===== src/rtl/spi_master_ctrl_if.sv =====
// Command/completion channel between a requester and spi_master_ctrl.
// The requester uses the master modport; the controller uses the slave modport.
interface spi_master_ctrl_if #(
  parameter int ADDR_W = 8,
  parameter int DATA_W = 8
);
  logic              i_cmd_valid;
  logic              o_cmd_ready;
  logic              i_cmd_wr;
  logic [ADDR_W-1:0] i_cmd_addr;
  logic [DATA_W-1:0] i_cmd_wdata;
  logic              o_done;
  logic [DATA_W-1:0] o_rdata;
  logic              o_err;

  modport master (
    output i_cmd_valid, i_cmd_wr, i_cmd_addr, i_cmd_wdata,
    input  o_cmd_ready, o_done, o_rdata, o_err
  );

  modport slave (
    input  i_cmd_valid, i_cmd_wr, i_cmd_addr, i_cmd_wdata,
    output o_cmd_ready, o_done, o_rdata, o_err
  );
endinterface


===== src/rtl/spi_master_ctrl.sv =====
// Command-driven SPI master: serialises op/addr/wdata LSB first, then waits for slave strobes.
// Optional wait-state timeout is compiled in with SPI_MASTER_TIMEOUT_EN.
module spi_master_ctrl #(
  parameter int ADDR_W = 8,
  parameter int DATA_W = 8
`ifdef SPI_MASTER_TIMEOUT_EN
  ,
  parameter int TIMEOUT_CYC = 64
`endif
) (
  input  logic                clk,
  input  logic                rst,
  spi_master_ctrl_if.slave    cmd,
  output logic                o_cs,
  output logic                o_mosi,
  input  logic                i_miso,
  input  logic                i_ready,
  input  logic                i_op_done
);

  localparam int SH_W  = ADDR_W + DATA_W;
  localparam int MAX_W = (ADDR_W > DATA_W) ? ADDR_W : DATA_W;
  localparam int CNT_W = $clog2(MAX_W + 1);
  localparam logic [CNT_W-1:0] ADDR_END = CNT_W'(ADDR_W);
  localparam logic [CNT_W-1:0] DATA_END = CNT_W'(DATA_W);
  localparam logic [CNT_W-1:0] RX_LAST  = CNT_W'(DATA_W - 1);
  localparam logic [CNT_W-1:0] CNT_ONE  = CNT_W'(1);

  typedef enum logic [2:0] {
    IDLE,
    OP,
    ADDR,
    WDATA,
    WAIT_RDY,
    RX,
    WAIT_DONE
  } state_t;

  state_t            state_q, state_d;
  logic [CNT_W-1:0]  cnt_q, cnt_d;
  logic              wr_q, wr_d;
  logic [SH_W-1:0]   sh_q, sh_d;
  logic              cs_q, cs_d;
  logic              mosi_q, mosi_d;
  logic              done_q, done_d;
  logic [DATA_W-1:0] rdata_q, rdata_d;
  logic              accept;

`ifdef SPI_MASTER_TIMEOUT_EN
  localparam int TMO_W = $clog2(TIMEOUT_CYC + 1);
  localparam logic [TMO_W-1:0] TMO_LAST = TMO_W'(TIMEOUT_CYC - 1);
  localparam logic [TMO_W-1:0] TMO_ONE  = TMO_W'(1);
  logic [TMO_W-1:0]  tmo_q, tmo_d;
  logic              err_q, err_d;
`endif

  assign accept          = cmd.i_cmd_valid && (state_q == IDLE);
  assign cmd.o_cmd_ready = (state_q == IDLE);
  assign cmd.o_done      = done_q;
  assign cmd.o_rdata     = rdata_q;
  assign o_cs            = cs_q;
  assign o_mosi          = mosi_q;
`ifdef SPI_MASTER_TIMEOUT_EN
  assign cmd.o_err       = err_q;
`else
  assign cmd.o_err       = 1'b0;
`endif

  always_comb begin
    state_d = state_q;
    cnt_d   = cnt_q;
    wr_d    = wr_q;
    sh_d    = sh_q;
    cs_d    = cs_q;
    mosi_d  = mosi_q;
    done_d  = 1'b0;
    rdata_d = rdata_q;
`ifdef SPI_MASTER_TIMEOUT_EN
    err_d   = 1'b0;
    tmo_d   = '0;
`endif
    case (state_q)
      IDLE: begin
        if (accept) begin
          wr_d   = cmd.i_cmd_wr;
          sh_d   = {cmd.i_cmd_wdata, cmd.i_cmd_addr};
          cs_d   = 1'b0;
          mosi_d = cmd.i_cmd_wr;
          cnt_d  = '0;
          state_d = OP;
          if (!cmd.i_cmd_wr) rdata_d = '0;
        end
      end
      // Op bit is held for a second cycle so the slave can leave idle first.
      OP: state_d = ADDR;
      ADDR: begin
        if (cnt_q == ADDR_END) begin
          if (wr_q) begin
            mosi_d  = sh_q[0];
            sh_d    = sh_q >> 1;
            cnt_d   = CNT_ONE;
            state_d = WDATA;
          end else begin
            cs_d    = 1'b1;
            mosi_d  = 1'b0;
            state_d = WAIT_RDY;
          end
        end else begin
          mosi_d = sh_q[0];
          sh_d   = sh_q >> 1;
          cnt_d  = cnt_q + CNT_ONE;
        end
      end
      WDATA: begin
        if (cnt_q == DATA_END) begin
          cs_d    = 1'b1;
          mosi_d  = 1'b0;
          state_d = WAIT_DONE;
        end else begin
          mosi_d = sh_q[0];
          sh_d   = sh_q >> 1;
          cnt_d  = cnt_q + CNT_ONE;
        end
      end
      WAIT_RDY: begin
        if (i_ready) begin
          cnt_d   = '0;
          state_d = RX;
        end
`ifdef SPI_MASTER_TIMEOUT_EN
        else if (tmo_q == TMO_LAST) begin
          done_d  = 1'b1;
          err_d   = 1'b1;
          rdata_d = '0;
          state_d = IDLE;
        end else begin
          tmo_d = tmo_q + TMO_ONE;
        end
`endif
      end
      // LSB arrives first, so shift in from the top.
      RX: begin
        rdata_d = {i_miso, rdata_q[DATA_W-1:1]};
        cnt_d   = cnt_q + CNT_ONE;
        if (cnt_q == RX_LAST) state_d = WAIT_DONE;
      end
      WAIT_DONE: begin
        if (i_op_done) begin
          done_d  = 1'b1;
          state_d = IDLE;
        end
`ifdef SPI_MASTER_TIMEOUT_EN
        else if (tmo_q == TMO_LAST) begin
          done_d  = 1'b1;
          err_d   = 1'b1;
          rdata_d = '0;
          state_d = IDLE;
        end else begin
          tmo_d = tmo_q + TMO_ONE;
        end
`endif
      end
      default: state_d = IDLE;
    endcase
  end

  always_ff @(posedge clk or posedge rst) begin
    if (rst) begin
      state_q <= IDLE;
      cnt_q   <= '0;
      wr_q    <= 1'b0;
      cs_q    <= 1'b1;
      mosi_q  <= 1'b0;
      done_q  <= 1'b0;
      rdata_q <= '0;
`ifdef SPI_MASTER_TIMEOUT_EN
      tmo_q   <= '0;
      err_q   <= 1'b0;
`endif
    end else begin
      state_q <= state_d;
      cnt_q   <= cnt_d;
      wr_q    <= wr_d;
      cs_q    <= cs_d;
      mosi_q  <= mosi_d;
      done_q  <= done_d;
      rdata_q <= rdata_d;
`ifdef SPI_MASTER_TIMEOUT_EN
      tmo_q   <= tmo_d;
      err_q   <= err_d;
`endif
    end
  end

  // Shift register is pure datapath: always loaded on accept before use.
  always_ff @(posedge clk) begin
    sh_q <= sh_d;
  end

endmodule


===== src/flat_wrapper.sv =====
// flat-port wrapper written by rule: the top's interface ports become plain ports
module spi_master_ctrl_flat 
#(
  parameter int ADDR_W = 8,
  parameter int DATA_W = 8

)
  (clk, rst, o_cs, o_mosi, i_miso, i_ready, i_op_done, cmd_i_cmd_valid, cmd_i_cmd_wr, cmd_i_cmd_addr, cmd_i_cmd_wdata, cmd_o_cmd_ready, cmd_o_done, cmd_o_rdata, cmd_o_err);
  spi_master_ctrl_if #(.ADDR_W(ADDR_W), .DATA_W(DATA_W)) cmd_i ();
  input  logic clk;
  input  logic rst;
  output logic o_cs;
  output logic o_mosi;
  input  logic i_miso;
  input  logic i_ready;
  input  logic i_op_done;
  input wire logic [$bits(cmd_i.i_cmd_valid)-1:0] cmd_i_cmd_valid;
  input wire logic [$bits(cmd_i.i_cmd_wr)-1:0] cmd_i_cmd_wr;
  input wire logic [$bits(cmd_i.i_cmd_addr)-1:0] cmd_i_cmd_addr;
  input wire logic [$bits(cmd_i.i_cmd_wdata)-1:0] cmd_i_cmd_wdata;
  output wire logic [$bits(cmd_i.o_cmd_ready)-1:0] cmd_o_cmd_ready;
  output wire logic [$bits(cmd_i.o_done)-1:0] cmd_o_done;
  output wire logic [$bits(cmd_i.o_rdata)-1:0] cmd_o_rdata;
  output wire logic [$bits(cmd_i.o_err)-1:0] cmd_o_err;
  assign cmd_i.i_cmd_valid = cmd_i_cmd_valid;
  assign cmd_i.i_cmd_wr = cmd_i_cmd_wr;
  assign cmd_i.i_cmd_addr = cmd_i_cmd_addr;
  assign cmd_i.i_cmd_wdata = cmd_i_cmd_wdata;
  assign cmd_o_cmd_ready = cmd_i.o_cmd_ready;
  assign cmd_o_done = cmd_i.o_done;
  assign cmd_o_rdata = cmd_i.o_rdata;
  assign cmd_o_err = cmd_i.o_err;
  spi_master_ctrl #(.ADDR_W(ADDR_W), .DATA_W(DATA_W)) u_core (.clk(clk), .rst(rst), .cmd(cmd_i), .o_cs(o_cs), .o_mosi(o_mosi), .i_miso(i_miso), .i_ready(i_ready), .i_op_done(i_op_done));
endmodule

===== config.mk =====
export PLATFORM = sky130hd
export DESIGN_NAME = spi_master_ctrl_flat
export DESIGN_NICKNAME = d
export VERILOG_FILES = /design/src/rtl/spi_master_ctrl_if.sv /design/src/rtl/spi_master_ctrl.sv /design/src/flat_wrapper.sv
export SDC_FILE = /design/constraint.sdc
export NUM_CORES = 1
export LEC_CHECK = 0
export ABC_AREA = 0
export BUFFER_PORTS_ARGS = -buffer_cell sky130_fd_sc_hd__buf_2
export CAP_MARGIN = 15
export CORE_AREA = 10 10 71 73
export CTS_BUF_LIST = sky130_fd_sc_hd__clkbuf_8 sky130_fd_sc_hd__clkbuf_16
export DETAILED_ROUTE_END_ITERATION = 7
export DIE_AREA = 0 0 81 83
export PLACE_DENSITY = 0.68
export SLEW_MARGIN = 10
export SYNTH_ARGS = -nofsm -noshare
export SYNTH_HDL_FRONTEND = slang
export SYNTH_SLANG_ARGS = --single-unit

===== constraint.sdc =====
create_clock -name clk -period 3.8 [get_ports clk]
set_input_delay 0.19 -clock clk [delete_from_list [all_inputs] [get_ports clk]]
set_output_delay 0.19 -clock clk [all_outputs]
set_load 0.02 [all_outputs]

**Word level (Yosys, flattened, before mapping)**

Cells that the tools add are included.

- Output and inout port bits: 13
- Word-level logic and storage cells: 73
- Register bits: 35
- Input port bits: 23

- Equal/unequal tests: 18
- $add $sub $neg: 1
- Mux-type cells: 34
- Reduce and logical (&&, ||, !) cells: 12

Operator list:

| cell | number |
|---|---|
| $mux W16 | 4 |
| $pmux W16 S3 | 1 |
| $mux W3 | 7 |
| $pmux W3 S7 | 1 |
| $mux W4 | 5 |
| $pmux W4 S5 | 1 |
| $mux W8 | 2 |
| $pmux W8 S2 | 1 |
| $mux W1 | 10 |
| $ne A2 B2 Y1 const B | 5 |
| $reduce_and A5 Y1 | 2 |
| $eq A3 B3 Y1 const B | 3 |
| $ne A2 B1 Y1 const B | 4 |
| $eq A3 B2 Y1 const B | 2 |
| $pmux W1 S3 | 2 |
| $reduce_and A6 Y1 | 1 |
| $reduce_bool A5 Y1 | 1 |
| $add A4 B1 Y4 const B | 1 |
| $eq A4 B3 Y1 const B | 1 |
| $eq A4 B4 Y1 const B | 1 |
| $reduce_and A2 Y1 | 2 |
| $reduce_and A4 Y1 | 1 |
| $eq A3 B1 Y1 const B | 1 |
| $logic_not A3 Y1 | 1 |
| other kinds (5) | 5 |

**Longest topological paths before layout**

Gate-level depths: netlist (run 1).

- Depth after elaboration: 4
- Mapped depth: 6
- Mapped depth without buffers: 6

**Worst setup path after synthesis (run 1)**

OpenSTA, ideal clock, no wires.

- Kind: reg2reg
- From: register u_core.state_q[0]
- To: register u_core.sh_q[0] (enable)
- Period minus slack after synthesis: 2591 ps
- Buffers on the path: 1
- Arrival: 2177 ps
- Required time: 3386 ps
- Setup time: 414 ps
- Slack: 1209 ps
- Cell stages (with the launch flop): 5
- Path through: dfrtp_1 -> buf_2 -> nand2b_1 -> a21oi_1 -> a21boi_0

- Cells in the longest elaborated chain, start to end: 4
- Elaborated cells on any way between the ends: 9
- Those cells by class: eq/ne (5); reduce/logical (4)

Ends and longest elaborated chain:

| element | line | source |
|---|---|---|
| start: declaration | spi_master_ctrl.sv:39 | `state_t state_q, state_d;` |
| start signal: assignment | spi_master_ctrl.sv:181 | `state_q <= state_d;` |
| $logic_not A3 Y1 | spi_master_ctrl.sv:57, spi_master_ctrl.sv:82 |  |
| $logic_and A1 B1 Y1 | spi_master_ctrl.sv:57 | `assign accept = cmd.i_cmd_valid && (state_q == IDLE);` |
| $ne A2 B1 Y1 (no source line) | - |  |
| $reduce_and A4 Y1 (no source line) (*) | - |  |
| end signal: assignment | spi_master_ctrl.sv:197 | `sh_q <= sh_d;` |
| end: declaration | spi_master_ctrl.sv:42 | `logic [SH_W-1:0] sh_q, sh_d;` |

Every way passes the cells marked *; elsewhere a longest branch is shown, timed or not.
A chain may end at the register's enable or synchronous reset.

**Final worst setup path (run 1)**

- From: register u_core.state_q[1]
- To: register u_core.cnt_q[2]

- Cells in the longest elaborated chain, start to end: 4
- Elaborated cells on any way between the ends: 13
- Those cells by class: eq/ne (8); mux (1); reduce/logical (4)

Ends and longest elaborated chain:

| element | line | source |
|---|---|---|
| $logic_not A3 Y1 | spi_master_ctrl.sv:57, spi_master_ctrl.sv:82 |  |
| $logic_and A1 B1 Y1 | spi_master_ctrl.sv:57 |  |
| $ne A2 B1 Y1 (no source line) | - |  |
| $reduce_and A5 Y1 (no source line) | - |  |
| end signal: assignment | spi_master_ctrl.sv:182 | `cnt_q <= cnt_d;` |
| end: declaration | spi_master_ctrl.sv:40 | `logic [CNT_W-1:0] cnt_q, cnt_d;` |

Several ways; a longest one is shown, not always the timed one.

==> run summary, run 1 <==
Chip Width = 81 microns
kind of cell adding the most delay to the critical path = simple AND/OR/NAND/NOR gates
wire length per cell after detailed routing = 15.0 microns
layout overhead on the synthesized area = 14.7%
combined area of all synthesized cells = 0.00176 sq mm
TritonCTS clock tree = done
placement row count = 22
pin count of the biggest net entering global routing = 24
number of buffer and inverter stages on the critical path = 0
CP Max Fanout = 23
type of the most critical hold path = in2async
main combinational cell family by area after synthesis = simple AND/OR/NAND/NOR gates
die height = 83 microns
Iter 0 DRT Violations = 74
highest-count cells in the layout ignoring fill and taps = 50 x nand2_1, 34 x buf_2, 18 x dfrtp_1
Final Cell Area = 0.00202 sq mm
post-synth top area share = 27.3%
post-synthesis mux area share = 1.99%
CTS Root Cell = clkbuf_8
basic-gate share of the synthesized area counting and, or, nand and nor cells = 20.7%
cts repair resizes = 0
number of synthesized flops with an enable pin = 16
ratio of cells with drive above 1 in the final layout = 26.5%
xor/xnor cell area share of the yosys netlist = 0.498%
Rel. slew slack = 42.5%
Final period util = 58.0%
antenna violations before repair = 0
maximum clock frequency = 0.454 GHz
sequential share of the synthesized area = 54.4%
number of hold violations in the final report = 0
buffer count from post-CTS setup fixing = 0
Max stage delay on crit path = 0.80 ns
post-route minimum period = 2.20 ns
most instantiated flip-flop cell in the synthesis netlist = dfrtp_1
total iterations of the first detailed-routing run = 4
Port Buf Inserts = 34
CP max stage cell = nor2b_2
power density relative to cell area = 874 mW/mm^2
via count of the first global-routing pass = 1297
cell area after placement = 0.00194 sq mm
utilization of the core after routing = 55.6%
static leakage = 1.00 nW
n_diodes = 0
syn_nets = 187
post-route antenna net violation count = 0
wire length of the first global-routing pass = 6040 microns
Via density = 5.12
main area contributors after synthesis = edfxtp_1 27%, dfrtp_1 26%, nand2_1 11%
Die ar. = 0.00672 sq mm
core box area = 0.00363 sq mm
number of nets in the layout = 220
Synth Instances = 162
required time at the worst-slack endpoint = 3.97 ns
Yosys warning total = 0
total of endpoints with negative setup slack in the final report = 0
DRC violation count after routing = 0
number of fillers in the final layout = 356
HPWL after detailed placement = 2680 microns
register clock-pin slew on the reported worst setup and hold paths = 0.06 ns
adder-cell share of the synthesized area = 1.42%
most common library cell in the layout ignoring fill and taps = nand2_1
Synth cell types = 42
Max Cap Viol = 0
maximum vdd drop = 0.000406 V
TritonCTS sink count = 35
Least-Margin Pin Slew = 0.859 ns
cells traversed along the worst timing path = nor2b_2, a21o_1, o221ai_1, a32o_1
Final Max Tran Viols = 0
initial core utilization = 48.5%
kind of critical path = reg2reg
RSZ-0062 raised after global routing = no
Syn Area/Cell = 10.9 sq um
Post-synth ARST share = 54.3%
critical path endpoint category = flip-flop
biggest area consumer among synthesized cells = edfxtp_1
final estimated routing congestion in global placement = 0.818
Total Neg Setup Slack = 0 ns
Total GRT Usage = 11.2%
I/O pins = 36
Worst EP arrival = 2.37 ns
leftover overflow at the end of global routing = 0
clock tree buffer depth = 2
hold bufs inserted after CTS = 0
total length of routed wires = 3650 microns
compound-cell area share of the yosys netlist = 16.0%
clock skew = 0.00206 ns
status = finished, final reports clean
clock latency on the worst-skew pair = 0.28 ns
TritonCTS Buffers = 5
Synth Register Bits = 35
vias = 1250
startpoint types = flip-flop
CTS H-Tree Depth = 2
==> cell families after synthesis <==
family / Yosys count
multiplexers: 3
AND/OR/NAND/NOR: 69
buffers and inverters: 16
AO/OA/AOI/OAI: 35
XOR/XNOR: 1
other: 1
flip-flops: 35
adder cells (fa/ha/maj): 2
==> final timing paths <==
kind                            slack, ns               endpoint  cells after the start              start
worst min register to register       0.52         u_core.sh_q[9]                      2    u_core.sh_q[10]
worst min-delay path                 0.02            u_core.wr_q                      2                rst
max in group asynchronous            3.32        u_core.cnt_q[1]                      2                rst
worst max-delay path                 1.60        u_core.cnt_q[2]                      4  u_core.state_q[1]
worst max register to register       1.60        u_core.cnt_q[2]                      4  u_core.state_q[1]
min in group clk                     0.14  u_core.cmd.o_rdata[7]                      2             i_miso
==> synthesized netlist by cell type, types with 2 or more instances <==
cell        n
mux2i_1     2
ha_1        2
nand3_2     2
a21oi_1     7
o21ai_0     3
buf_2       5
edfxtp_1   16
nand2_1    50
buf_6       2
nor2_1      2
nand2b_1    3
a2bb2oi_1   2
and2_1      2
nand3_1     2
inv_1       7
a21o_1      2
a22o_1     10
o21ai_1     2
dfrtp_1    18
==> registers in the layout, indices dropped and copies added (netlist names) <==
signal and flops:
u_core.cmd.o_done 1, u_core.o_mosi 1, u_core.cnt_q 4, u_core.state_q 3
u_core.wr_q 1, u_core.sh_q 16, u_core.o_cs 1, u_core.cmd.o_rdata 8
==> report_power, final <==
part           internal, mW  switching [mW]
sequential            0.618           0.128
combinational         0.318           0.457
clock                 0.122           0.122
==> through the flow <==
step | hold WS, ns | worst slack (ns) | std cells | power (mW)
finish | 0.0247 | 1.60 | 244 | 1.76
detailed placement | 0.359 | 1.61 | 236 | 1.53
global route | 0.0910 | 1.45 | 244 | 1.91
floorplan | 0.140 | 1.21 | 162 | 1.37
CTS | 0.0440 | 1.60 | 244 | 1.77
global placement | 0.329 | 1.71 | 236 | 1.49
==> per-layer routing <==
metal / global-route usage, % / vias up / share of wire (%)
met5: 0 / - / 0
met4: 5.16 / 0 / 1.5
met3: 5.06 / 7 / 6.7
met2: 15.1 / 39 / 43
met1: 14.9 / 577 / 49
li1: - / 627 / -
==> cell type report <==
cell class,instances,area (sq um),area share [%]
Sequential cell,35,957,47.4
Multi-Input combinational cell,111,718,35.6
Timing Repair Buffer,35,178,8.80
Clock buffer,5,68.8,3.41
Tap cell,48,60.1,2.97
Inverter,7,26.3,1.30
Clock inverter,3,11.3,0.558
(Power assumes the default switching activity.)
==> run 2, diff against run 1 <==
--- a/config.mk
+++ b/config.mk
@@ -12,7 +12,7 @@
 export CTS_BUF_LIST = sky130_fd_sc_hd__clkbuf_8 sky130_fd_sc_hd__clkbuf_16
 export DETAILED_ROUTE_END_ITERATION = 7
 export DIE_AREA = 0 0 81 83
-export PLACE_DENSITY = 0.68
+export PLACE_DENSITY = 0.71
 export SLEW_MARGIN = 10
 export SYNTH_ARGS = -nofsm -noshare
 export SYNTH_HDL_FRONTEND = slang
==> constraint.sdc (replaced) <==
create_clock -name clk -period 2 [get_ports clk]
set_input_delay 0.1 -clock clk [delete_from_list [all_inputs] [get_ports clk]]
set_output_delay 0.1 -clock clk [all_outputs]
set_load 0.02 [all_outputs]
==> run 2 against run 1 <==
Design area is 3.5% higher. Core utilization up 2.0 points. Clock skew is 0.0068 ns higher. First-iteration DRC count rose by 54%. Register-to-register slack lost 1.4 ns. Routed wire length up 0.30%. Count of clock-buffer cells in the layout unchanged. Die area is the same. Via count grew 5.0%. Critical path type unchanged. Sequential share of layout area down 1.6 points.
==> run summary, run 2 (synthesis gave the netlist of run 1 again) <==
number of hold violations in the final report = 0 (unchanged)
total of endpoints with negative setup slack in the final report = 0 (unchanged)
ratio of cells with drive above 1 in the final layout = 29.4% (was 26.5%)
Chip Width = 81 microns (unchanged)
required time at the worst-slack endpoint = 2.16 ns (was 3.97 ns)
kind of critical path = reg2reg (unchanged)
Final Cell Area = 0.00209 sq mm (was 0.00202 sq mm)
CP Max Fanout = 9 (was 23)
HPWL after detailed placement = 2720 microns (was 2680 microns)
pre-CTS setup slack = 0.301 ns (was 1.61 ns)
register clock-pin slew on the reported worst setup and hold paths = 0.07 ns (was 0.06 ns)
post-route minimum period = 1.76 ns (was 2.20 ns)
DRC violation count after routing = 0 (unchanged)
Top reg by flops = u_core.sh_q (unchanged)
leftover overflow at the end of global routing = 0 (unchanged)
Worst EP arrival = 1.92 ns (was 2.37 ns)
via count of the first global-routing pass = 1339 (was 1297)
static leakage = 1.04 nW (was 1.00 nW)
Total Neg Setup Slack = 0 ns (unchanged)
placement row count = 22 (unchanged)
I/O pins = 36 (unchanged)
final estimated routing congestion in global placement = 0.806 (was 0.818)
CTS H-Tree Depth = 2 (unchanged)
Total GRT Usage = 11.4% (was 11.2%)
initial core utilization = 48.5% (unchanged)
Final Max Tran Viols = 0 (unchanged)
layout overhead on the synthesized area = 18.8% (was 14.7%)
maximum vdd drop = 0.000716 V (was 0.000406 V)
clock skew = 0.00885 ns (was 0.00206 ns)
CTS Root Cell = clkbuf_8 (unchanged)
clock tree buffer depth = 2 (unchanged)
pin count of the biggest net entering global routing = 20 (was 24)
n_diodes = 0 (unchanged)
buffer count from post-CTS setup fixing = 0 (unchanged)
Least-Margin Pin Slew = 0.699 ns (was 0.859 ns)
Iter 0 DRT Violations = 114 (was 74)
wire length per cell after detailed routing = 14.7 microns (was 15.0 microns)
core box area = 0.00363 sq mm (unchanged)
startpoint types = flip-flop (unchanged)
power density relative to cell area = 1710 mW/mm^2 (was 874 mW/mm^2)
number of nets in the layout = 225 (was 220)
RSZ-0062 raised after global routing = no (unchanged)
most common library cell in the layout ignoring fill and taps = nand2_1 (unchanged)
clock latency on the worst-skew pair = 0.29 ns (was 0.28 ns)
number of fillers in the final layout = 333 (was 356)
TritonCTS clock tree = done (unchanged)
Final period util = 87.9% (was 58.0%)
wire length of the first global-routing pass = 6170 microns (was 6040 microns)
FF-to-FF setup slack = 0.24 ns (was 1.60 ns)
post-route antenna net violation count = 0 (unchanged)
Largest register FFs = 16 (unchanged)
Max Cap Viol = 0 (unchanged)
TritonCTS Buffers = 5 (unchanged)
cell area after placement = 0.00197 sq mm (was 0.00194 sq mm)
vias = 1312 (was 1250)
die height = 83 microns (unchanged)
Via density = 5.27 (was 5.12)
utilization of the core after routing = 57.5% (was 55.6%)
highest-count cells in the layout ignoring fill and taps = 50 x nand2_1, 34 x buf_2, 18 x dfrtp_1 (unchanged)
type of the most critical hold path = in2reg (was in2async)
Port Buf Inserts = 34 (unchanged)
maximum clock frequency = 0.569 GHz (was 0.454 GHz)
status = finished, final reports clean (unchanged)
TritonCTS sink count = 35 (unchanged)
Die ar. = 0.00672 sq mm (unchanged)
total length of routed wires = 3660 microns (was 3650 microns)
antenna violations before repair = 0 (unchanged)
Rel. slew slack = 53.3% (was 42.5%)
critical path endpoint category = flip-flop (unchanged)
total iterations of the first detailed-routing run = 4 (unchanged)
minimum setup slack in the final design = 0.242 ns (was 1.60 ns)
## run 2: cell count changes in the layout (fill, tap and decap cells not counted), sizes merged
| cell | delta |
|---|---|
| bufinv | +1 |
| buf | +4 |
| inv | -1 |
| dlygate4sd3 | +1 |
## run 2: metrics by stage
stage | power, mW | instances | hold WS (ns)
final | 3.57 | 249 | 0.0573
after detailed placement | 2.97 | 240 | 0.256
after floorplan | 2.61 | 162 | 0.0504
after global routing | 3.87 | 249 | 0.0513
after CTS | 3.60 | 249 | 0.0548
after global placement | 2.89 | 240 | 0.241
## run 2: repair_timing
item	4_1_cts	5_1_grt
resized for setup	0	0
hold buffers	1	0
endpoints found under the hold margin	18	0
## run 2: power by group
group	leakage, nW	internal (mW)	total [mW]	switching, mW
combinational	0.570	0.659	1.55	0.894
sequential	0.412	1.17	1.40	0.229
clock	0.0556	0.365	0.613	0.249
total	1.04	2.20	3.57	1.37
## run 2: layout make-up
type,instances,area (sq um),share of cell area [%]
Clock buffer,5,68.8,3.29
Clock inverter,3,38.8,1.86
Inverter,7,26.3,1.26
Multi-Input combinational cell,111,722,34.5
Sequential cell,35,957,45.8
Tap cell,48,60.1,2.87
Timing Repair Buffer,40,218,10.4
## run 2: critical path: stages, from the launching register on
cell and delay, ns:
dfrtp_1 0.56, nor2b_2 0.44, a21o_1 0.24, o221ai_1 0.15
a32o_1 0.24
## run 2: metal layers
metal	global-route usage, %	up-vias	routed length [microns]
met5	0	-	0
met4	4.23	0	45
met3	4.31	8	308
met2	16.9	40	1690
met1	14.5	626	1620
li1	-	638	-
## run 2: worst paths after layout
check	start	end	cells past startpoint
worst min-delay path	i_miso	u_core.cmd.o_rdata[7]	2
worst max register to register	u_core.state_q[1]	u_core.cnt_q[2]	4
min in group asynchronous	rst	u_core.wr_q	3
worst min register to register	u_core.cmd.o_rdata[0]	u_core.cmd.o_rdata[0]	1
max in group asynchronous	rst	u_core.cnt_q[1]	3
worst max-delay path	u_core.state_q[1]	u_core.cnt_q[2]	4
==> run 3, diff against run 2 <==
--- a/config.mk
+++ b/config.mk
@@ -12,7 +12,7 @@
 export CTS_BUF_LIST = sky130_fd_sc_hd__clkbuf_8 sky130_fd_sc_hd__clkbuf_16
 export DETAILED_ROUTE_END_ITERATION = 7
 export DIE_AREA = 0 0 81 83
-export PLACE_DENSITY = 0.71
+export PLACE_DENSITY = 0.68
 export SLEW_MARGIN = 10
 export SYNTH_ARGS = -nofsm -noshare
 export SYNTH_HDL_FRONTEND = slang
==> constraint.sdc (replaced) <==
create_clock -name clk -period 1.8 [get_ports clk]
set_input_delay 0.09 -clock clk [delete_from_list [all_inputs] [get_ports clk]]
set_output_delay 0.09 -clock clk [all_outputs]
set_load 0.02 [all_outputs]
==> run 3 against run 2 <==
Critical path depth grew 3. Register-to-register slack lost 0.09 ns. Die area is the same. Combinational power grew 23%. Critical endpoint is now u_core.o_mosi. Critical path type unchanged. Hold slack lost 0.030 ns.
==> run summary, run 3 (synthesis gave the netlist of run 1 again) <==
number of hold violations in the final report = 0 (unchanged)
Final period util = 91.7% (was 87.9%)
highest-count cells in the layout ignoring fill and taps = 50 x nand2_1, 34 x buf_2, 18 x dfrtp_1 (unchanged)
vias = 1318 (was 1312)
n_diodes = 0 (unchanged)
TritonCTS Buffers = 5 (unchanged)
Register-to-Register Path Depth = 7 (was 4)
hold endpoint = u_core.cmd.o_rdata[7] (unchanged)
kind of critical path = reg2reg (unchanged)
most common library cell in the layout ignoring fill and taps = nand2_1 (unchanged)
layout overhead on the synthesized area = 22.0% (was 18.8%)
TritonCTS clock tree = done (unchanged)
clock tree buffer depth = 2 (unchanged)
status = finished, final reports clean (unchanged)
Chip Width = 81 microns (unchanged)
RSZ-0062 raised after global routing = no (unchanged)
I/O pins = 36 (unchanged)
Iter 0 DRT Violations = 75 (was 114)
Rel. slew slack = 52.7% (was 53.3%)
HPWL after detailed placement = 2770 microns (was 2720 microns)
DRC violation count after routing = 0 (unchanged)
CTS H-Tree Depth = 2 (unchanged)
leftover overflow at the end of global routing = 0 (unchanged)
Worst EP arrival = 1.83 ns (was 1.92 ns)
register clock-pin slew on the reported worst setup and hold paths = 0.08 ns (was 0.07 ns)
cell area after placement = 0.00203 sq mm (was 0.00197 sq mm)
critical path endpoint category = flip-flop (unchanged)
clock latency on the worst-skew pair = 0.29 ns (about the same)
Largest register FFs = 16 (unchanged)
via count of the first global-routing pass = 1338 (was 1339)
Least-Margin Pin Slew = 0.709 ns (was 0.699 ns)
post-route antenna net violation count = 0 (unchanged)
pre-CTS setup slack = 0.140 ns (was 0.301 ns)
power density relative to cell area = 1910 mW/mm^2 (was 1710 mW/mm^2)
Port Buf Inserts = 34 (unchanged)
die height = 83 microns (unchanged)
Total GRT Usage = 11.4% (about the same)
Total Neg Setup Slack = 0 ns (unchanged)
total iterations of the first detailed-routing run = 4 (unchanged)
worst hold path startpoint = i_miso (unchanged)
destination of the worst register-to-register timing path = u_core.o_mosi (was u_core.cnt_q[2])
post-route minimum period = 1.65 ns (was 1.76 ns)
clock skew = 0.00828 ns (was 0.00885 ns)
number of nets in the layout = 230 (was 225)
Final Cell Area = 0.00215 sq mm (was 0.00209 sq mm)
maximum vdd drop = 0.000977 V (was 0.000716 V)
Max Cap Viol = 0 (unchanged)
static leakage = 1.08 nW (was 1.04 nW)
total length of routed wires = 3760 microns (was 3660 microns)
startpoint types = flip-flop (unchanged)
minimum setup slack in the final design = 0.149 ns (was 0.242 ns)
Top reg by flops = u_core.sh_q (unchanged)
wire length per cell after detailed routing = 14.8 microns (was 14.7 microns)
launch instance of the worst register-to-register path = u_core.cnt_q[0] (was u_core.state_q[1])
final estimated routing congestion in global placement = 0.782 (was 0.806)
pin count of the biggest net entering global routing = 20 (unchanged)
required time at the worst-slack endpoint = 1.98 ns (was 2.16 ns)
wire length of the first global-routing pass = 6310 microns (was 6170 microns)
cell depth of the worst hold path = 2 (unchanged)
Via density = 5.19 (was 5.27)
maximum clock frequency = 0.606 GHz (was 0.569 GHz)
core box area = 0.00363 sq mm (unchanged)
type of the most critical hold path = in2reg (unchanged)
ratio of cells with drive above 1 in the final layout = 31.6% (was 29.4%)
CTS Root Cell = clkbuf_8 (unchanged)
sum of internal, switching and leakage power = 4.11 mW (was 3.57 mW)
FF-to-FF setup slack = 0.15 ns (was 0.24 ns)
cts repair resizes = 0 (unchanged)
antenna violations before repair = 0 (unchanged)
placement row count = 22 (unchanged)
Die ar. = 0.00672 sq mm (unchanged)
total of endpoints with negative setup slack in the final report = 0 (unchanged)
TritonCTS sink count = 35 (unchanged)
number of fillers in the final layout = 350 (was 333)
CP Max Fanout = 6 (was 9)
initial core utilization = 48.5% (unchanged)
Final Max Tran Viols = 0 (unchanged)
run 3: worst max path at each step:
| stage | from | cells after the start | slack, ns | endpoint |
|---|---|---|---|---|
| 3_3_place_gp | u_core.state_q[0] | 4 | 0.24 | u_core.sh_q[12] |
| 2_1_floorplan | u_core.state_q[0] | 4 | 0.1 | u_core.sh_q[0] |
| 6_report | u_core.cnt_q[0] | 7 | 0.15 | u_core.o_mosi |
| 3_5_place_dp | u_core.cnt_q[0] | 7 | 0.14 | u_core.o_mosi |
| 4_1_cts | u_core.cnt_q[0] | 7 | 0.14 | u_core.o_mosi |
| 5_1_grt | u_core.state_q[2] | 4 | 0.02 | u_core.cnt_q[0] |
run 3: worst max-delay path, stage by stage, from the launching register on:
cell	delay (ns)
dfrtp_1	0.42
inv_1	0.07
ha_1	0.19
nand3b_4	0.12
a21oi_1	0.32
buf_4	0.19
a2bb2oi_1	0.16
a21oi_1	0.08
run 3: final cells by class:
cell class,count,area [sq um],area share [%]
clock buffer,6,93.8,4.37
clock inverter,2,13.8,0.641
inverter,7,26.3,1.22
multi-input combinational,111,729,34.0
sequential,35,957,44.6
tap,48,60.1,2.80
timing repair buffer,45,268,12.5
run 3: timing repair:
action / 4_1_cts / 5_1_grt
setup buffers: 0 / 0
hold endpoints to repair: 18 / 0
hold buffers: 1 / 0
run 3: power by group:
part	switching, mW	internal, mW	leakage [nW]	total [mW]
registers	0.241	1.30	0.412	1.55
clock network	0.304	0.356	0.0563	0.660
logic	1.03	0.868	0.607	1.90
run 3: metrics by stage:
step / hold WS (ns) / util (%) / instances
global placement: 0.225 / 55.9 / 245
floorplan: 0.0404 / - / 162
finish: 0.0278 / 59.1 / 254
CTS: 0.0205 / 59.1 / 254
detailed placement: 0.238 / 55.9 / 245
global route: 0.0272 / 59.1 / 254
run 3: per-layer routing:
metal	GRT usage [%]	share of wire (%)	vias to the layer above
met5	0	0	-
met2	17.0	46	48
met4	3.44	1.0	0
met1	14.3	44	622
li1	-	-	642
met3	4.96	9.1	6
